## config.mk

```make
export PLATFORM = sky130hd
export DESIGN_NAME = fetch_controller
export DESIGN_NICKNAME = d
export VERILOG_FILES = /design/src/rtl/fetch_pkg.sv /design/src/rtl/fetch_fifo.sv /design/src/rtl/fetch_controller.sv
export SDC_FILE = /design/constraint.sdc
export NUM_CORES = 1
export LEC_CHECK = 0
export CORE_MARGIN = 2
export CORE_UTILIZATION = 57
export DETAILED_ROUTE_END_ITERATION = 7
export PLACE_DENSITY = 0.9
export SYNTH_ARGS = -nofsm -noshare
export SYNTH_HDL_FRONTEND = slang
export SYNTH_SLANG_ARGS = --single-unit
```

## constraint.sdc

```tcl
create_clock -name clk -period 24.4 [get_ports clk]
set_input_delay 6.1 -clock clk [delete_from_list [all_inputs] [get_ports clk]]
set_output_delay 6.1 -clock clk [all_outputs]
set_load 0.1 [all_outputs]
```

## src/rtl/fetch_pkg.sv

```systemverilog
// Shared types for the instruction fetch controller.
//   fetch_state_e : controller states
//   fetch_entry_t : one buffered instruction, {pc, data}
//   INST_BYTES    : PC increment per fetched instruction
// Entry fields are sized for the widest supported configuration (64-bit PC,
// 32-bit instruction); narrower configurations zero-extend into them.
package fetch_pkg;

    localparam int unsigned INST_BYTES = 4;
    localparam int unsigned PC_BITS    = 64;
    localparam int unsigned INST_BITS  = 32;

    typedef enum logic [1:0] {
        StFetch,
        StWaitSpace,
        StFlush,
        StFault
    } fetch_state_e;

    typedef struct packed {
        logic [PC_BITS-1:0]   pc;
        logic [INST_BITS-1:0] data;
    } fetch_entry_t;

    localparam int unsigned ENTRY_BITS = $bits(fetch_entry_t);

    // Instructions are 4-byte aligned; any set low bit is a bad target.
    function automatic logic misaligned(input logic [1:0] low_bits);
        return low_bits != 2'b00;
    endfunction

endpackage

```

## src/rtl/fetch_fifo.sv

```systemverilog
// Two-entry FIFO holding fetched {pc, data} entries.
//   clk, reset    : clock, synchronous active-high reset
//   push, wdata   : write an entry (ignored when full)
//   pop           : drop the head entry (ignored when empty)
//   flush         : empty the FIFO; wins over push and pop
//   rdata         : head entry
//   full, empty   : occupancy flags
//   count         : occupancy, 0..2
module fetch_fifo
    import fetch_pkg::*;
(
    input  logic                  clk,
    input  logic                  reset,
    input  logic                  push,
    input  logic                  pop,
    input  logic                  flush,
    input  logic [ENTRY_BITS-1:0] wdata,
    output logic [ENTRY_BITS-1:0] rdata,
    output logic                  full,
    output logic                  empty,
    output logic [1:0]            count
);

    logic [ENTRY_BITS-1:0] mem_q [2];
    logic                  wr_ptr_q, rd_ptr_q;
    logic [1:0]            count_q, count_d;
    logic                  push_ok, pop_ok;

    assign full    = (count_q == 2'd2);
    assign empty   = (count_q == 2'd0);
    assign count   = count_q;
    assign rdata   = mem_q[rd_ptr_q];
    assign push_ok = push && !full;
    assign pop_ok  = pop && !empty;

    always_comb begin
        count_d = count_q;
        if (push_ok && !pop_ok) begin
            count_d = count_q + 2'd1;
        end else if (pop_ok && !push_ok) begin
            count_d = count_q - 2'd1;
        end
    end

    always_ff @(posedge clk) begin
        if (reset || flush) begin
            wr_ptr_q <= 1'b0;
            rd_ptr_q <= 1'b0;
            count_q  <= 2'd0;
        end else begin
            if (push_ok) wr_ptr_q <= ~wr_ptr_q;
            if (pop_ok)  rd_ptr_q <= ~rd_ptr_q;
            count_q <= count_d;
        end
    end

    // Storage needs no reset; entries are only visible through count_q.
    always_ff @(posedge clk) begin
        if (push_ok && !flush) mem_q[wr_ptr_q] <= wdata;
    end

endmodule

```

## src/rtl/fetch_controller.sv

```systemverilog
// Instruction fetch controller: issues one outstanding request at a time to
// instruction memory, buffers returned instructions in a 2-entry FIFO and
// hands them to decode. Redirects flush the buffer and retarget the PC; a
// misaligned redirect target parks the controller in a fault state.
//   clk, reset                  : clock, synchronous active-high reset
//   mem_req/mem_addr            : fetch request, held until mem_ack
//   mem_ack/mem_rdata           : one-cycle response
//   redirect_valid/redirect_pc  : branch/jump retarget
//   inst_valid/inst_ready       : decode handshake
//   inst_data/inst_pc           : head instruction and its PC
//   fetch_fault                 : misaligned redirect target held
module fetch_controller
    import fetch_pkg::*;
#(
    parameter int unsigned           DATA_WIDTH = 64,
    parameter int unsigned           INST_WIDTH = 32,
    parameter logic [DATA_WIDTH-1:0] RESET_PC   = '0
) (
    input  logic                  clk,
    input  logic                  reset,
    output logic                  mem_req,
    output logic [DATA_WIDTH-1:0] mem_addr,
    input  logic                  mem_ack,
    input  logic [INST_WIDTH-1:0] mem_rdata,
    input  logic                  redirect_valid,
    input  logic [DATA_WIDTH-1:0] redirect_pc,
    output logic                  inst_valid,
    input  logic                  inst_ready,
    output logic [INST_WIDTH-1:0] inst_data,
    output logic [DATA_WIDTH-1:0] inst_pc,
    output logic                  fetch_fault
);

    fetch_state_e          state_q, state_d;
    logic [DATA_WIDTH-1:0] pc_q, pc_d;
    logic [DATA_WIDTH-1:0] req_addr_q, req_addr_d;  // address of the request being drained
    logic                  fault_q, fault_d;

    logic                  push, pop, flush;
    logic                  fifo_full, fifo_empty;
    logic [1:0]            fifo_count;
    fetch_entry_t          wr_entry, head;
    logic                  redirect_bad;

    assign redirect_bad = misaligned(redirect_pc[1:0]);
    assign wr_entry     = '{pc: PC_BITS'(pc_q), data: INST_BITS'(mem_rdata)};
    assign inst_valid   = !fifo_empty;
    assign inst_data    = head.data[INST_WIDTH-1:0];
    assign inst_pc      = head.pc[DATA_WIDTH-1:0];
    assign pop          = inst_valid && inst_ready;
    assign fetch_fault  = fault_q;

    fetch_fifo u_fifo (
        .clk   (clk),
        .reset (reset),
        .push  (push),
        .pop   (pop),
        .flush (flush),
        .wdata (wr_entry),
        .rdata (head),
        .full  (fifo_full),
        .empty (fifo_empty),
        .count (fifo_count)
    );

    always_ff @(posedge clk) begin
        if (reset) begin
            state_q    <= StFetch;
            pc_q       <= RESET_PC;
            req_addr_q <= RESET_PC;
            fault_q    <= 1'b0;
        end else begin
            state_q    <= state_d;
            pc_q       <= pc_d;
            req_addr_q <= req_addr_d;
            fault_q    <= fault_d;
        end
    end

    always_comb begin
        state_d    = state_q;
        pc_d       = pc_q;
        req_addr_d = req_addr_q;
        fault_d    = fault_q;
        unique case (state_q)
            StFetch: begin
                if (redirect_valid) begin
                    pc_d    = redirect_pc;
                    fault_d = redirect_bad;
                    if (mem_ack) begin
                        state_d = redirect_bad ? StFault : StFetch;
                    end else begin
                        // Request stays on the bus until acked; remember its address.
                        state_d    = StFlush;
                        req_addr_d = pc_q;
                    end
                end else if (mem_ack) begin
                    pc_d = pc_q + DATA_WIDTH'(INST_BYTES);
                    // Push lands on an occupancy of 1: full unless decode pops now.
                    if (fifo_count == 2'd1 && !pop) state_d = StWaitSpace;
                end
            end
            StWaitSpace: begin
                if (redirect_valid) begin
                    pc_d    = redirect_pc;
                    fault_d = redirect_bad;
                    state_d = redirect_bad ? StFault : StFetch;
                end else if (pop) begin
                    state_d = StFetch;
                end
            end
            StFlush: begin
                if (redirect_valid) begin
                    pc_d    = redirect_pc;
                    fault_d = redirect_bad;
                end
                if (mem_ack) state_d = fault_d ? StFault : StFetch;
            end
            StFault: begin
                if (redirect_valid) begin
                    pc_d = redirect_pc;
                    if (!redirect_bad) begin
                        fault_d = 1'b0;
                        state_d = StFetch;
                    end
                end
            end
            default: state_d = StFetch;
        endcase
    end

    always_comb begin
        mem_req  = 1'b0;
        mem_addr = pc_q;
        push     = 1'b0;
        flush    = redirect_valid;
        unique case (state_q)
            StFetch: begin
                mem_req = 1'b1;
                push    = mem_ack && !redirect_valid;
            end
            StFlush: begin
                mem_req  = 1'b1;
                mem_addr = req_addr_q;
            end
            StWaitSpace, StFault: begin
                mem_req = 1'b0;
            end
            default: mem_req = 1'b0;
        endcase
        if (reset) begin
            mem_req = 1'b0;
            push    = 1'b0;
        end
    end

endmodule

```

==> run_results.csv <==
group,metric,value,unit
global_routing,use_met2,49.9,%
finish,layout.nets,1562,
die,dieWidth,162,µm
cts,cts-htree-levels,2,
cts,cts.sinks,328,
synthesis,synth-seq-cells,328,
timing,setup_ws,10640,ps
pwr,powerDensity,77.6,nW/µm²
pwr,p_clk_share,35.4,%
timing,tightest_slew,1380,ps
timing,slew_headroom,6.91,%
synthesis,synth_compound_area_share,8.54,%
die,coreArea,24500,µm²
pwr,power_switching_share,30.8,%
timing,fin_crit_sh,56.4,%
drt,drtAntennaViolNets,0,
drt,drt_pass1_iterations,6,
pwr,p_seq_share,44.9,%
worst_setup_path,required,18300,ps
drt,num_vias,11200,
timing,skew,18.6,ps
cts,clockRootBuffer,"clkbuf_16",
synthesis,synth_top_family_by_area,"simple AND/OR/NAND/NOR gates",
synthesis,syn_area,14200,µm²
cts,cts_setup_buffers,0,
cts,cts_buffer_depth,3,
worst_setup_path,end_kind,"primary output",
die,start_util,58.2,%
finish,drive_above_1_share,16.1,%
global_routing,grt_usage,29.2,%
global_routing,grt_max_degree,82,
synthesis,yosys.cell_types.count,56,
worst_setup_path,worstPathArrival,7660,ps
global_routing,grt_pass1_vias,10800,
pwr,peakVddDrop,55.6,µV
synthesis,ys_top_cells_by_area,"edfxtp_1 40%, dfxtp_1 19%, mux2_2 13%, nand2_1 4.1%, a21oi_1 3.0%",
die,die_h,162,µm
outcome,outcome,"finished clean",
drt,drt-initial-drc-count,1417,
drt,drc,0,
global_routing,met3_usage,5.62,%
global_routing,gr-total-overflow,0,
hold_path,hold_path_class,"flip-flop to flip-flop",
synthesis,syn_nets,1340,
worst_setup_path,path_class,"input pin to primary output",
pwr,p_total,1.41,mW
die,die_area,26300,µm²
timing,rsz0062_at_grt,"no",
die,rows,57,
drt,viasPerCell,6.17,
pwr,leakagePower,6.13,nW
pwr,pwr-share-comb,19.7,%
place,hpwlAfterDp,24900,µm
finish,final_area,18100,µm²
drt,wl_per_cell,21.5,µm
timing,maxSlewViolCount,0,
synthesis,synth-simple-area-share,14.2,%
cts,hold_buffers,0,
synthesis,synth_top_flop_cell,"edfxtp_1",
timing,finalCriticalPeriod,13760,ps
global_routing,grt_pass1_wl,60100,µm
place,place.port_buffers,263,
worst_setup_path,cp_max_fo,53,
global_routing,met1_usage,37.9,%
synthesis,ys.warnings.count,0,
place,gp_congestion,0.863,
synthesis,postSynthAreaPerCell,11.5,µm²
die,ios,264,
finish,fillers,1550,
pwr,switching_power,0.434,mW
cts,clkTransAtPathRegs,60,ps
synthesis,post-synth-top-area-cell,"edfxtp_1",
global_routing,antenna_found_initial,1,
global_routing,grt_busiest_layer,"met2",
finish,area_delta_synth_final,27.3,%
cts,cts_tree,"built",
timing,setup_viol,0,
synthesis,synthXorXnorAreaFrac,1.23,%
cts,worst_skew_pair.late_latency,520,ps
synthesis,seq_area_frac_synth,59.6,%
synthesis,synth-adder-area-share,0.439,%
timing,max_freq,72.7,MHz
cts,cts_resized,0,
timing,hold_viol_final,0,
pwr,p_int,0.974,mW
synthesis,synth-edff-count,192,
place,preCtsSetupSlack,10620,ps
drt,routed_wl,39000,µm
synthesis,synth_top_area_share,40.5,%
place,place_area,17100,µm²
run,drv_cap,0,
synthesis,synth.mux.area_fraction,13.2,%
synthesis,synthArstFlopShare,0,%
timing,finalSetupTns,0,ps
synthesis,synth_cells,1234,
cts,cts_buffers,34,
worst_setup_path,startpoint_type,"input pin",
[power by group through the flow]
stage / registers, mW / logic [mW] / clock network [mW]
CTS: 0.631 / 0.276 / 0.505
finish: 0.632 / 0.277 / 0.499
floorplan: 0.634 / 0.208 / 0
global placement: 0.641 / 0.271 / 0
global route: 0.635 / 0.287 / 0.528
detailed placement: 0.643 / 0.275 / 0
[synthesized netlist by cell type, drive strengths merged (10+ instances only)]
cell    number
edfxtp     192
mux2       161
nand2      157
dfxtp      136
a21oi       84
nor2        79
clkbuf      76
nor3        38
nand4       33
nand3       26
and3        22
a211oi      19
o21ai       19
nor4        18
inv         15
a311oi      13
buf         13
xnor2       10
xor2        10
[cells in the final DEF (no fill, tap or decap), types with 10 or more instances in the layout]
master,count
mux2_2,161
dfxtp_1,135
clkbuf_1,16
buf_4,13
clkdlybuf4s50_1,261
nor2_1,79
inv_1,15
xor2_1,10
a311oi_1,13
a211oi_1,19
nor3_1,38
o21ai_0,19
nand4_1,31
and3_1,21
nand2_1,157
nor4_1,15
clkbuf_16,34
edfxtp_1,192
nand3_1,25
xnor2_1,10
a21oi_1,84
[final timing paths]
path	start	end	slack [ps]	cells after the start
max	reset	mem_req	10640	3
min	req_addr_q[2]	req_addr_q[2]	450	2
max reg2reg	state_q[1]	u_fifo.mem_q[1][62]	20610	5
min reg2reg	req_addr_q[2]	req_addr_q[2]	450	2
[critical path, stage by stage]
cell             delay, ps
buf_4                  260
nor2_1                 150
clkdlybuf4s50_1       1140
[flip-flops by register name, summed over array words and instances, names as in the netlist, named ones only]
name,cells
u_fifo.mem_q,192
pc_q,64
req_addr_q,64
state_q,2
u_fifo.count,2
fetch_fault,1
u_fifo.rd_ptr_q,1
u_fifo.wr_ptr_q,1
[through the flow]
stage / hold WS, ps / std cells / util (%)
final: 454 / 1810 / 74.2
after global routing: 466 / 1807 / 74.1
after CTS: 454 / 1806 / 74.1
after detailed placement: 445 / 1744 / 69.8
after global placement: 439 / 1744 / 69.8
after floorplan: 420 / 1234 / -
[area by class of cell]
class | instances | area (µm²) | share of cell area (%)
antenna | 4 | 10.0 | 0.0552
clock buffer | 52 | 938 | 5.17
timing repair buffer | 275 | 2720 | 15.0
sequential | 328 | 8490 | 46.8
tap | 324 | 405 | 2.23
multi-input combinational | 801 | 5400 | 29.8
inverter | 16 | 60.1 | 0.331
clock inverter | 10 | 119 | 0.655
[per-layer routing]
metal  share of wire, %  vias to the layer above
li1                   -                     5015
met3                8.4                       87
met4                2.5                        0
met5                  0                        -
met1                 40                     5467
met2                 49                      604
[cell families (layout without fill, tap and decap cells)]
family	after synthesis	count (layout)
simple gates	422	422
compound gates	186	186
mux	168	168
other cells	0	4
buf+inv	105	353
fa+ha+maj	5	5
flops	328	328
xor+xnor	20	20
Power figures use the tool's default switching activity.
